===== src/rtl/aes_pnm_job_scheduler.sv =====
// Round-robin scheduler that shares one AES PNM engine among N_REQ requesters, with a watchdog on done.
// Latency: grant 1 cycle after req is sampled in IDLE, eng_start 1 cycle later, ack 1 cycle after eng_done.
// Backpressure: requests are level-held until ack. `define AES_PNM_SCHED_PRIO_EN makes port 0 strict-high priority.
module aes_pnm_job_scheduler #(
    parameter int N_REQ   = 4,
    parameter int TMO_W   = 16,
    parameter int TMO_CYC = 4000
) (
    input  logic             clk,
    input  logic             rst_n,
    input  logic [N_REQ-1:0] req,
    input  logic [N_REQ-1:0] req_enc_dec,
    output logic [N_REQ-1:0] gnt,
    output logic [N_REQ-1:0] ack,
    output logic             err,
    output logic             eng_start,
    output logic             eng_enc_dec,
    input  logic             eng_done,
    output logic             busy
);
    localparam int PTR_W = (N_REQ > 1) ? $clog2(N_REQ) : 1;
    localparam logic [PTR_W-1:0] LAST_IDX = PTR_W'(N_REQ - 1);
    localparam logic [N_REQ-1:0] ONE_HOT0 = N_REQ'(1);
    localparam logic [TMO_W:0]   TMO_END  = (TMO_W + 1)'(TMO_CYC - 1);

    typedef enum logic [2:0] {
        S_IDLE,
        S_GRANT,
        S_ISSUE,
        S_WAIT,
        S_RESP
    } state_t;

    state_t           state;
    logic [PTR_W-1:0] rr_ptr;
    logic [PTR_W-1:0] own_idx;
    logic [TMO_W-1:0] timer;
    logic [TMO_W:0]   timer_nxt;
    logic             tmo_hit;
    logic [PTR_W:0]   pick;
    logic             pick_vld;
    logic [PTR_W-1:0] pick_idx;

    // Scans from ptr upward with wrap; the lowest offset from ptr is assigned last and wins.
    function automatic logic [PTR_W:0] rr_pick(input logic [N_REQ-1:0] r,
                                               input logic [PTR_W-1:0] ptr);
        logic [PTR_W:0]   res;
        logic [PTR_W-1:0] idx;
        res = '0;
        for (int i = N_REQ - 1; i >= 0; i--) begin
            idx = PTR_W'((int'(ptr) + i) % N_REQ);
`ifdef AES_PNM_SCHED_PRIO_EN
            if (r[idx] && (idx != '0)) res = {1'b1, idx};
`else
            if (r[idx]) res = {1'b1, idx};
`endif
        end
`ifdef AES_PNM_SCHED_PRIO_EN
        if (r[0]) res = {1'b1, PTR_W'(0)};
`endif
        return res;
    endfunction

    always_comb begin
        pick      = rr_pick(req, rr_ptr);
        pick_vld  = pick[PTR_W];
        pick_idx  = pick[PTR_W-1:0];
        timer_nxt = {1'b0, timer} + (TMO_W + 1)'(1);
        tmo_hit   = (timer_nxt >= TMO_END);
    end

    always_ff @(posedge clk or negedge rst_n) begin
        if (!rst_n) begin
            state       <= S_IDLE;
            rr_ptr      <= '0;
            own_idx     <= '0;
            timer       <= '0;
            gnt         <= '0;
            ack         <= '0;
            err         <= 1'b0;
            eng_start   <= 1'b0;
            eng_enc_dec <= 1'b0;
            busy        <= 1'b0;
        end else begin
            eng_start <= 1'b0;
            ack       <= '0;
            err       <= 1'b0;
            case (state)
                S_IDLE: begin
                    if (pick_vld) begin
                        gnt         <= ONE_HOT0 << pick_idx;
                        own_idx     <= pick_idx;
                        eng_enc_dec <= req_enc_dec[pick_idx];
                        busy        <= 1'b1;
                        state       <= S_GRANT;
                    end
                end
                S_GRANT: begin
                    eng_start <= 1'b1;
                    state     <= S_ISSUE;
                end
                S_ISSUE: begin
                    timer <= '0;
                    state <= S_WAIT;
                end
                S_WAIT: begin
                    // done is checked first so a coincident timeout reports success
                    if (eng_done) begin
                        ack   <= gnt;
                        state <= S_RESP;
                    end else begin
                        timer <= timer_nxt[TMO_W-1:0];
                        if (tmo_hit) begin
                            ack   <= gnt;
                            err   <= 1'b1;
                            state <= S_RESP;
                        end
                    end
                end
                S_RESP: begin
                    gnt   <= '0;
                    busy  <= 1'b0;
                    state <= S_IDLE;
`ifdef AES_PNM_SCHED_PRIO_EN
                    // port 0 sits outside the rotation and leaves the pointer alone
                    if (own_idx != '0)
                        rr_ptr <= (own_idx == LAST_IDX) ? PTR_W'(1) : own_idx + PTR_W'(1);
`else
                    rr_ptr <= (own_idx == LAST_IDX) ? '0 : own_idx + PTR_W'(1);
`endif
                end
                default: state <= S_IDLE;
            endcase
        end
    end
endmodule


===== config.mk =====
export PLATFORM = sky130hd
export DESIGN_NAME = aes_pnm_job_scheduler
export DESIGN_NICKNAME = d
export VERILOG_FILES = /design/src/rtl/aes_pnm_job_scheduler.sv
export SDC_FILE = /design/constraint.sdc
export NUM_CORES = 1
export LEC_CHECK = 0
export BUFFER_PORTS_ARGS = -buffer_cell sky130_fd_sc_hd__buf_4
export CAP_MARGIN = 30
export CORE_MARGIN = 5
export CORE_UTILIZATION = 45
export CTS_BUF_LIST = sky130_fd_sc_hd__clkbuf_8 sky130_fd_sc_hd__clkbuf_16
export DETAILED_ROUTE_END_ITERATION = 10
export PLACE_DENSITY = 0.67
export SYNTH_ARGS = -nofsm -noshare
export SYNTH_HDL_FRONTEND = slang
export SYNTH_SLANG_ARGS = --single-unit

===== constraint.sdc =====
create_clock -name clk -period 2.35 [get_ports clk]
set_clock_uncertainty 0.2 [all_clocks]
set_input_delay 0 -clock clk [delete_from_list [all_inputs] [get_ports clk]]
set_output_delay 0 -clock clk [all_outputs]
set_load 0.01 [all_outputs]

==> parameters.txt, run 1 <==
Parameter                              Value

Routing
  Topmost layer with routed signal wires    met4
  Initial drt markers    121
  Routed wire length    4.44 mm
  Number of detailed-routing iterations run before antenna repair    4
  Detailed-route DRC error count    0
  Routed Antenna Nets    0
  Total number of vias    1760
  Drt wl/cell    between 10 and 15 um
  Sum of routed wire segments on met1    between 2 and 2.5 mm
  Detailed-route vias per instance    between 5 and 6
  Amount of wire on met3 after detailed routing    224 um
  DR WL met2    about 2.0 mm

Setup path
  Worst-path fanout max    2
  Data required time at the worst endpoint    2.38 ns
  Critical path, cell by cell    nand4_4, or4_4, mux2i_2, or4_1, o21ai_0, or2_1
  Reg-to-reg slack, setup    0.08 ns
  Kind of cell adding the most delay to the critical path    simple AND/OR/NAND/NOR gates
  Crit path launch type    register
  Highest-delay cell along the critical path    sky130_fd_sc_hd__or4_4
  Delay of the slowest cell on the worst path    0.57 ns
  Sort of element at the end of the critical path    register
  Type of the worst setup path    register to register
  Number of buffers and inverters on the critical path    0
  WP data arrival    2.30 ns

Status
  Status    completed

Cells and area
  Area added between synthesis and finish    24.0%
  Ratio of cells with drive above 1 in the final layout    between 20% and 30%
  Number of nets in the final layout    275
  Design area    2470 um^2
  Most frequent standard cell in the layout excluding fill and tap cells    sky130_fd_sc_hd__buf_4
  Commonest cells after routing, fill and taps aside    40 x sky130_fd_sc_hd__buf_4, 33 x sky130_fd_sc_hd__dfrtp_1, 26 x sky130_fd_sc_hd__o21ai_0
  Antenna diode instance count    0

Yosys
  EDFF count, synth    0
  Post-synth ARST share    100%
  Count of unique library cells instantiated by Yosys    50
  Syn Area/Cell    9.05 um^2
  Warning count from the yosys run    0
  Post-Synth Simple-Gate Area    23.3%
  Top flip-flop cell by instance count after synthesis    sky130_fd_sc_hd__dfrtp_1
  Share of the synthesized area in compound gates (AO/OA/AOI/OAI)    about 22%
  Post-synth design cell area    1990 um^2
  Parity-gate share of the synthesized area counting xor and xnor cells    0.880%
  Synth Instances    220
  Net count of the mapped netlist    234
  Combinational family with the most area after synthesis    simple AND/OR/NAND/NOR gates
  Mux share of post-synthesis cell area    between 3 and 4%
  Number of flip-flops and latches in the synthesized netlist    35
  Share of the yosys chip area belonging to registers    44.0%
  Synth Area in Adders    between 1.5 and 2%

Flow run
  Count of maximum capacitance violations    0

Floorplanning
  Standard-cell rows    24
  Die boundary height    76.5 um
  Initial Utilization    46.0%
  Core Region    4320 um^2
  Top-level port count    23
  Die W    about 77 um
  Full die area    5850 um^2

Global route
  Vias in the first global route    1579
  Overall routing resource usage    15.9%
  Maximum number of pins on one net before global-route repair    36
  Wire length of the first global-routing pass    7.60 mm
  GRT overflow    0
  Antenna violations before repair    0

Clock network
  Clock transition at the registers of the reported paths    0.08 ns
  Later-pin clock latency in the skew report    between 0.2 and 0.3 ns
  Clock tree from TritonCTS    yes
  Number of buffers created by CTS    5
  Count of instances resized after the clock tree is built    0
  # H-tree levels    2
  Clock sink count    35
  Buffer depth of the longest clock path    2
  Clock root cell    sky130_fd_sc_hd__clkbuf_8

STA
  Hold violation count in the final report    0
  Final critical delay including setup and external delays    between 2 and 2.5 ns
  Final clock period utilization by the worst path    between 90% and 100%
  Final count of pins violating max slew    0
  Tightest Pin Transition    between 0.7 and 0.8 ns
  Achievable Freq    441 MHz
  Slew headroom    51.1%
  RSZ-0062 raised after global routing    true
  Total setup violations reported at the end of the flow    0

Placement
  Total half-perimeter wirelength after legalization and detailed placement    3.04 mm
  IO Port Bufs    22
  Gpl congestion    0.772
  Standard cell area after detailed placement    about 2300 um^2

Power
  Power per unit of standard cell area    ~800 nW/um^2
  Post-route total power    1.95 mW
  IR Drop Worst-Case VDD    430 uV
  Leakage dissipation    1.10 nW

Hold path
  Min-Delay Path Class    input port to async pin
-- worst paths after layout --
| path | start | end | cells after the start |
|---|---|---|---|
| setup / recovery | timer[4] | state[1] | 6 |
| hold / removal | rst_n | timer[6] | 2 |
| setup reg to reg | timer[4] | state[1] | 6 |
| hold reg to reg | busy | busy | 2 |
| max in group asynchronous | rst_n | timer[0] | 2 |
| min in group clk | req[3] | eng_enc_dec | 4 |
-- final cells by class --
type | count | area [um^2]
fill | 407 | 1860
tap | 52 | 65.1
timing repair buffer | 46 | 360
multi-input combinational | 164 | 1050
inverter | 9 | 33.8
clock inverter | 3 | 16.3
clock buffer | 5 | 68.8
sequential | 35 | 878
-- cell usage after synthesis, drive strengths merged (4+ instances only) --
cell    instances  share of area [%]
dfrtp          35                 44
o21ai          31                8.4
nand2          24                4.5
nor2           19                3.6
a21oi           9                2.8
inv             9                1.7
nand3           9                2.3
clkbuf          8                1.5
a211oi          6                2.3
nor3            5                1.8
nor4            5                1.9
o31ai           5                1.9
buf             4                1.0
mux2i           4                2.2
nand4           4                2.0
-- per-layer routing --
metal / track usage [%] / up-vias
met5: 0 / -
met4: 7.17 / 0
met3: 4.26 / 7
met2: 23.2 / 41
met1: 21.9 / 828
li1: - / 884
-- worst reg2reg max path: stages, from the launching register on --
cell and delay [ns]:
sky130_fd_sc_hd__dfrtp_1 0.41, sky130_fd_sc_hd__nand4_4 0.12, sky130_fd_sc_hd__or4_4 0.57, sky130_fd_sc_hd__mux2i_2 0.17, sky130_fd_sc_hd__or4_1 0.49, sky130_fd_sc_hd__o21ai_0 0.14, sky130_fd_sc_hd__or2_1 0.11
-- what timing repair did --
item | CTS | global route
hold buffers | 6 | 0
endpoints found under the hold margin | 44 | 0
endpoints found under the setup margin | 0 | 1
setup buffers | 0 | 0
-- per-stage QoR --
stage,hold slack [ns],util [%],std cells,setup TNS (ns),worst slack [ns]
after CTS,0.00682,57.1,314,0,0.0748
final,0.00177,57.1,314,0,0.0801
after floorplan,-0.496,-,220,0,0.00359
after global routing,0.0445,57.1,314,-0.0110,-0.0110
after detailed placement,-0.210,53.7,300,0,0.0997
after global placement,-0.216,53.7,300,0,0.146
-- power breakdown --
| group | leakage (nW) | internal, mW | switching [mW] |
|---|---|---|---|
| Clock | 0.0453 | 0.203 | 0.230 |
| Sequential | 0.464 | 0.724 | 0.112 |
| Combinational | 0.587 | 0.296 | 0.381 |
| Total | 1.10 | 1.22 | 0.723 |
-- cells by family (layout without fill, tap and decap cells) --
logic type,after synthesis,count (layout)
AO/OA/AOI/OAI,67,67
XOR/XNOR,2,2
adder cells (fa/ha/maj),3,3
buffers and inverters,21,63
flip-flops,35,35
multiplexers,6,6
AND/OR/NAND/NOR,86,86
-- state kept, by name, summed over array words and instances, names as in the netlist --
register / cells
own_idx: 2
state: 3
timer: 16
err: 1
eng_start: 1
gnt: 4
eng_enc_dec: 1
ack: 4
rr_ptr: 2
busy: 1
Note: power is estimated with default switching activity, not from simulation.
==> run 2: changes to the inputs <==
--- a/config.mk
+++ b/config.mk
@@ -12,6 +12,7 @@
 export CTS_BUF_LIST = sky130_fd_sc_hd__clkbuf_8 sky130_fd_sc_hd__clkbuf_16
 export DETAILED_ROUTE_END_ITERATION = 10
 export PLACE_DENSITY = 0.67
+export SETUP_SLACK_MARGIN = 0.3
 export SYNTH_ARGS = -nofsm -noshare
 export SYNTH_HDL_FRONTEND = slang
 export SYNTH_SLANG_ARGS = --single-unit
==> run 2 against run 1 <==
  * The flow now finishes with violations (negative hold slack)
  * Cell count is 0.32% higher
  * Maximum frequency is 1.3% higher
  * Sequential share of layout area shrank 1.7 points
  * Largest power group unchanged
  * Final area rose by 5.4%
  * Register-to-register slack gained 0.03 ns
  * Highest routed layer unchanged
  * Critical endpoint unchanged
  * Global-route usage fell by 0.096 points
  * First-iteration DRC count down 38%
  * Via count grew 2.3%
  * Clock power about the same
==> parameters.txt, run 2 (synthesis gave the netlist of run 1 again) <==
Parameter                              Value

Global route
  Wire length of the first global-routing pass    ~7.6 mm
  GRT overflow    0
  Maximum number of pins on one net before global-route repair    36
  Antenna violations before repair    0
  Vias in the first global route    1612
  Overall routing resource usage    15.8%

STA
  Hold violation count in the final report    3
  Final Hold Slack    -0.00491 ns
  Final clock period utilization by the worst path    95.4%
  Total setup violations reported at the end of the flow    0
  Tightest Pin Transition    0.501 ns
  Slew headroom    between 60% and 70%
  RSZ-0062 raised after global routing    true
  Fin Setup TNS    0 ns
  Final count of pins violating max slew    0
  Achievable Freq    about 450 MHz
  Final critical delay including setup and external delays    2.24 ns

Cells and area
  Design area    ~2600 um^2
  Biggest register    timer
  Number of flip-flops under the largest register name    16
  Commonest cells after routing, fill and taps aside    40 x sky130_fd_sc_hd__buf_4, 31 x sky130_fd_sc_hd__dfrtp_1, 24 x sky130_fd_sc_hd__o21ai_0
  Final Core Density    60.2%
  Ratio of cells with drive above 1 in the final layout    32.7%
  Number of nets in the final layout    about 280
  Most frequent standard cell in the layout excluding fill and tap cells    sky130_fd_sc_hd__buf_4
  Total area of multi-input combinational cells    about 1200 um^2
  Antenna diode instance count    0
  Filler cell count    381
  Sequential cell area in the final layout    881 um^2
  Regs by FF count    timer: 16 flops, ack: 4 flops, gnt: 4 flops
  Post-route insts no fill    315
  Area added between synthesis and finish    30.7%

Power
  Post-route total power    2.01 mW
  IR Drop Worst-Case VDD    ~500 uV
  Leakage dissipation    about 1.1 nW
  Power per unit of standard cell area    771 nW/um^2

Clock network
  Later-pin clock latency in the skew report    slightly below 0.3 ns
  Clock transition at the registers of the reported paths    0.07 ns
  Number of buffers created by CTS    5
  Clock sink count    35
  Buffer depth of the longest clock path    2
  # H-tree levels    2
  Clock tree from TritonCTS    yes
  Clock root cell    sky130_fd_sc_hd__clkbuf_8

Flow run
  Count of maximum capacitance violations    0

Floorplanning
  Core Region    4320 um^2
  Die boundary height    76.5 um
  Standard-cell rows    24
  Die W    76.5 um
  Initial Utilization    between 40% and 50%
  Full die area    about 5900 um^2
  Top-level port count    23

Setup path
  Crit path launch type    register
  Worst-path fanout max    2
  Highest-delay cell along the critical path    sky130_fd_sc_hd__or4_4
  Critical path, cell by cell    ha_4, nand2_4, or4_4, mux2i_2, or4_4, o21ai_2, or2_1
  Critical R2R Capture    state[1]
  Sort of element at the end of the critical path    register
  Reg-to-reg slack, setup    0.11 ns
  Delay of the slowest cell on the worst path    0.51 ns
  RR Startpoint    timer[1]
  Worst Reg-to-Reg Cells    7
  Type of the worst setup path    register to register
  Worst setup path startpoint    timer[1]
  Most common cell type on the critical path    sky130_fd_sc_hd__or4_4
  Data required time at the worst endpoint    2.38 ns
  WP data arrival    approximately 2.3 ns

Status
  Status    complete, but fails checks
  Violated checks    negative hold slack

Placement
  IO Port Bufs    22
  Standard cell area after detailed placement    about 2300 um^2
  Gpl congestion    approximately 0.78
  Total half-perimeter wirelength after legalization and detailed placement    ~3.1 mm
  Instance count after placement with tap cells included    approximately 300

Routing
  Drt wl/cell    14.4 um
  Detailed-route vias per instance    5.71
  Detailed-route DRC error count    0
  Routed wire length    roughly 4.5 mm
  Initial drt markers    75
  Routed Antenna Nets    0
  Total number of vias    1800
  Number of detailed-routing iterations run before antenna repair    4

Hold path
  Min-Delay Path Class    input port to async pin
==> run 2: changes by cell type in the layout (fill, tap and decap cells not counted), sizes merged <==
cell,before,now
buf,40,41
==> run 2: cell type report <==
class / instances / area share (%)
Tap cell: 52 / 2.50
Clock inverter: 3 / 0.625
Inverter: 9 / 1.30
Sequential cell: 35 / 33.8
Timing Repair Buffer: 47 / 14.3
Multi-Input combinational cell: 164 / 44.8
Clock buffer: 5 / 2.64
==> run 2: timing repair <==
| action | in CTS | in global routing |
|---|---|---|
| setup endpoints to repair | 10 | 14 |
| resized for setup | 12 | 16 |
| hold buffers | 6 | 0 |
| setup buffers | 2 | 0 |
| endpoints found under the hold margin | 42 | 0 |
| gates cloned | 0 | 0 |
| pin swaps | 10 | 4 |
==> run 2: worst max-delay path by stage <==
stage          endpoint  slack (ns)  cells past startpoint
2_1_floorplan  state[1]        0.03                      7
3_3_place_gp   state[1]        0.11                      6
3_5_place_dp   state[1]        0.08                      6
4_1_cts        state[1]        0.09                      7
5_1_grt        state[1]        0.02                      7
6_report       state[1]        0.11                      7
==> run 2: worst max-delay path, delay by kind of cell (launching register included) <==
family,cells,cell delay (ns)
DFF,1,0.39
adders and majority gates,1,0.16
AOI/OAI and AO/OA,1,0.12
muxes,1,0.17
and+or+nand+nor,4,1.16
==> run 2: where the power goes <==
group	internal [mW]	switching, mW	total (mW)
logic	0.325	0.414	0.740
clock network	0.203	0.230	0.433
registers	0.724	0.111	0.835
==> run 2: layer usage <==
metal,part of all wire [%],track usage (%)
met2,46,23.7
met5,0,0
met3,4.0,4.73
met4,1.8,7.17
met1,48,20.9
==> run 2: metrics by stage <==
step	hold WS, ns	worst slack [ns]
after floorplan	-0.496	0.0336
after global placement	-0.218	0.115
after detailed placement	-0.219	0.0774
after CTS	0.0114	0.0857
after global routing	0.0337	0.0243
final	-0.00491	0.109
==> run 3: changes to the inputs <==
--- a/config.mk
+++ b/config.mk
@@ -11,7 +11,6 @@
 export CORE_UTILIZATION = 45
 export CTS_BUF_LIST = sky130_fd_sc_hd__clkbuf_8 sky130_fd_sc_hd__clkbuf_16
 export DETAILED_ROUTE_END_ITERATION = 10
-export PLACE_DENSITY = 0.67
 export SETUP_SLACK_MARGIN = 0.3
 export SYNTH_ARGS = -nofsm -noshare
 export SYNTH_HDL_FRONTEND = slang
==> constraint.sdc (replaced) <==
create_clock -name clk -period 2.25 [get_ports clk]
set_clock_uncertainty 0.2 [all_clocks]
set_input_delay 0 -clock clk [delete_from_list [all_inputs] [get_ports clk]]
set_output_delay 0 -clock clk [all_outputs]
set_load 0.01 [all_outputs]
==> run 3 against run 2 <==
  * The run ends with negative hold slack, negative setup slack left
  * Final area up 2.3%
  * Setup slack worse by 0.11 ns
  * Total power up 11%
  * Die area unchanged
  * Clock power up 32%
  * Combinational power up 5.4%
  * Clock-buffer cell count unchanged
==> parameters.txt, run 3 (synthesis gave the netlist of run 1 again) <==
Parameter                              Value

Routing
  Number of detailed-routing iterations run before antenna repair    4
  Drt wl/cell    15.1 um
  Detailed-route DRC error count    0
  Routed Antenna Nets    0
  Total number of vias    1861
  Initial drt markers    99
  Detailed-route vias per instance    5.80
  Routed wire length    4.83 mm

STA
  Achievable Freq    between 400 and 500 MHz
  Fin Setup TNS    -0.00470 ns
  Slew headroom    64.3%
  RSZ-0062 raised after global routing    true
  Final Hold Slack    -0.00890 ns
  Hold violation count in the final report    17
  Final count of pins violating max slew    0
  Total setup violations reported at the end of the flow    1
  Tightest Pin Transition    0.535 ns
  Final clock period utilization by the worst path    100%
  Final critical delay including setup and external delays    2.25 ns
  Worst setup margin    -0.00470 ns

Setup path
  Reg-to-reg slack, setup    -0.005 ns
  Worst-path fanout max    2
  RR Startpoint    timer[1]
  WP data arrival    approximately 2.3 ns
  Data required time at the worst endpoint    2.29 ns
  Type of the worst setup path    register to register
  Critical R2R Capture    state[1]
  Crit path launch type    register
  Sort of element at the end of the critical path    register
  Worst Reg-to-Reg Cells    7

Cells and area
  Commonest cells after routing, fill and taps aside    45 x sky130_fd_sc_hd__buf_4, 32 x sky130_fd_sc_hd__dfrtp_1, 23 x sky130_fd_sc_hd__nand2_1
  Regs by FF count    timer: 16 flops, ack: 4 flops, gnt: 4 flops
  Post-route insts no fill    321
  Final Core Density    61.6%
  Number of flip-flops under the largest register name    16
  Number of nets in the final layout    282
  Area added between synthesis and finish    33.8%
  Antenna diode instance count    0
  Ratio of cells with drive above 1 in the final layout    approximately a third
  Filler cell count    373
  Biggest register    timer
  Most frequent standard cell in the layout excluding fill and tap cells    sky130_fd_sc_hd__buf_4

Hold path
  Min-Delay Path Class    input port to async pin

Clock network
  Number of buffers created by CTS    5
  Clock tree from TritonCTS    yes
  Clock root cell    sky130_fd_sc_hd__clkbuf_8
  Buffer depth of the longest clock path    2
  Later-pin clock latency in the skew report    about 0.29 ns
  Clock sink count    35
  # H-tree levels    2
  Clock transition at the registers of the reported paths    around 0.080 ns

Floorplanning
  Full die area    5850 um^2
  Standard-cell rows    24
  Core Region    4320 um^2
  Top-level port count    23
  Die boundary height    76.5 um
  Initial Utilization    46.0%
  Die W    76.5 um

Power
  Total net switching power    0.790 mW
  Clock share of power    approximately a quarter
  Post-route total power    approximately 2.2 mW
  Switching power as a share of total power    35.5%
  Internal power    1.43 mW
  Sequential share of power    approximately two fifths
  IR Drop Worst-Case VDD    515 uV
  Leakage dissipation    1.20 nW
  Part of the total power dissipated in combinational logic    35.1%
  Power per unit of standard cell area    835 nW/um^2

Placement
  Gpl congestion    slightly above 0.8
  Instance count after placement with tap cells included    305
  Total half-perimeter wirelength after legalization and detailed placement    3.28 mm
  IO Port Bufs    22

Global route
  Antenna violations before repair    0
  Wire length of the first global-routing pass    8.51 mm
  Vias in the first global route    ~1900
  GRT overflow    0
  Overall routing resource usage    17.6%
  Met2 usage in global routing    29.0%
  Busiest grt layer    met2
  Maximum number of pins on one net before global-route repair    36
  Global Route met1 Usage    22.4%
  Global routing met3 resource utilization    between 4 and 5%

Flow run
  Count of maximum capacitance violations    0

Status
  Status    complete, but fails checks
  Violated checks    negative hold slack, negative setup slack
==> run 3: cell types whose count changed in the layout (fill, tap and decap cells not counted), moves of 2 or more <==
cell | before | now
sky130_fd_sc_hd__buf_4 | 40 | 45
sky130_fd_sc_hd__o21ai_1 | 5 | 8
sky130_fd_sc_hd__a211oi_1 | 1 | 3
sky130_fd_sc_hd__a211oi_2 | 5 | 3
sky130_fd_sc_hd__o21ai_0 | 24 | 22
sky130_fd_sc_hd__or3_1 | 0 | 2
sky130_fd_sc_hd__or3_4 | 3 | 1
==> run 3: timing repair <==
item,CTS,global route
endpoints found under the setup margin,11,15
endpoints found under the hold margin,41,0
pin swaps,4,4
buffers inserted,0,2
hold buffers,6,0
resized for setup,13,13
==> run 3: metal layers <==
metal | share of wire [%] | routed length [um]
met5 | 0 | 0
met3 | 4.9 | 238
met1 | 43 | 2100
met4 | 2.0 | 97
met2 | 50 | 2400
==> run 3: cell type report <==
type	instances	area (um^2)	area share [%]
inverter	9	33.8	1.27
tap	52	65.1	2.44
clock inverter	3	43.8	1.64
timing repair buffer	53	420	15.8
clock buffer	5	68.8	2.58
sequential	35	880	33.0
multi-input combinational	164	1150	43.2
==> run 3: worst max-delay path by stage <==
stage / start / end / cells past startpoint
finish: timer[1] / state[1] / 7
detailed placement: timer[1] / state[1] / 7
global route: timer[1] / state[1] / 7
CTS: timer[1] / state[1] / 7
global placement: timer[1] / state[1] / 7
floorplan: timer[0] / state[1] / 7
==> run 3: worst max-delay path, cell delays in order (launching register included) <==
cell and delay [ns]:
sky130_fd_sc_hd__dfrtp_2 0.39, sky130_fd_sc_hd__ha_4 0.15, sky130_fd_sc_hd__nand2_4 0.05, sky130_fd_sc_hd__or4_4 0.50
sky130_fd_sc_hd__mux2i_2 0.17, sky130_fd_sc_hd__or4_4 0.51, sky130_fd_sc_hd__o21ai_1 0.13, sky130_fd_sc_hd__or2_1 0.10
==> run 3: power groups by stage <==
stage                     sequential [mW]  clock [mW]  combinational, mW
after floorplan                     0.888           0              0.440
after global placement              0.870           0              0.699
after detailed placement            0.881           0              0.725
after CTS                           0.869       0.583              0.758
after global routing                0.893       0.612              0.887
final                               0.872       0.572              0.780
==> run 3: per-stage QoR <==
step	worst slack, ns	area, um^2
final	-0.00470	2660
after global routing	-0.0696	2660
after CTS	-0.00526	2590
after detailed placement	-0.0372	2370
after global placement	0.0334	2370
after floorplan	-0.0664	2020
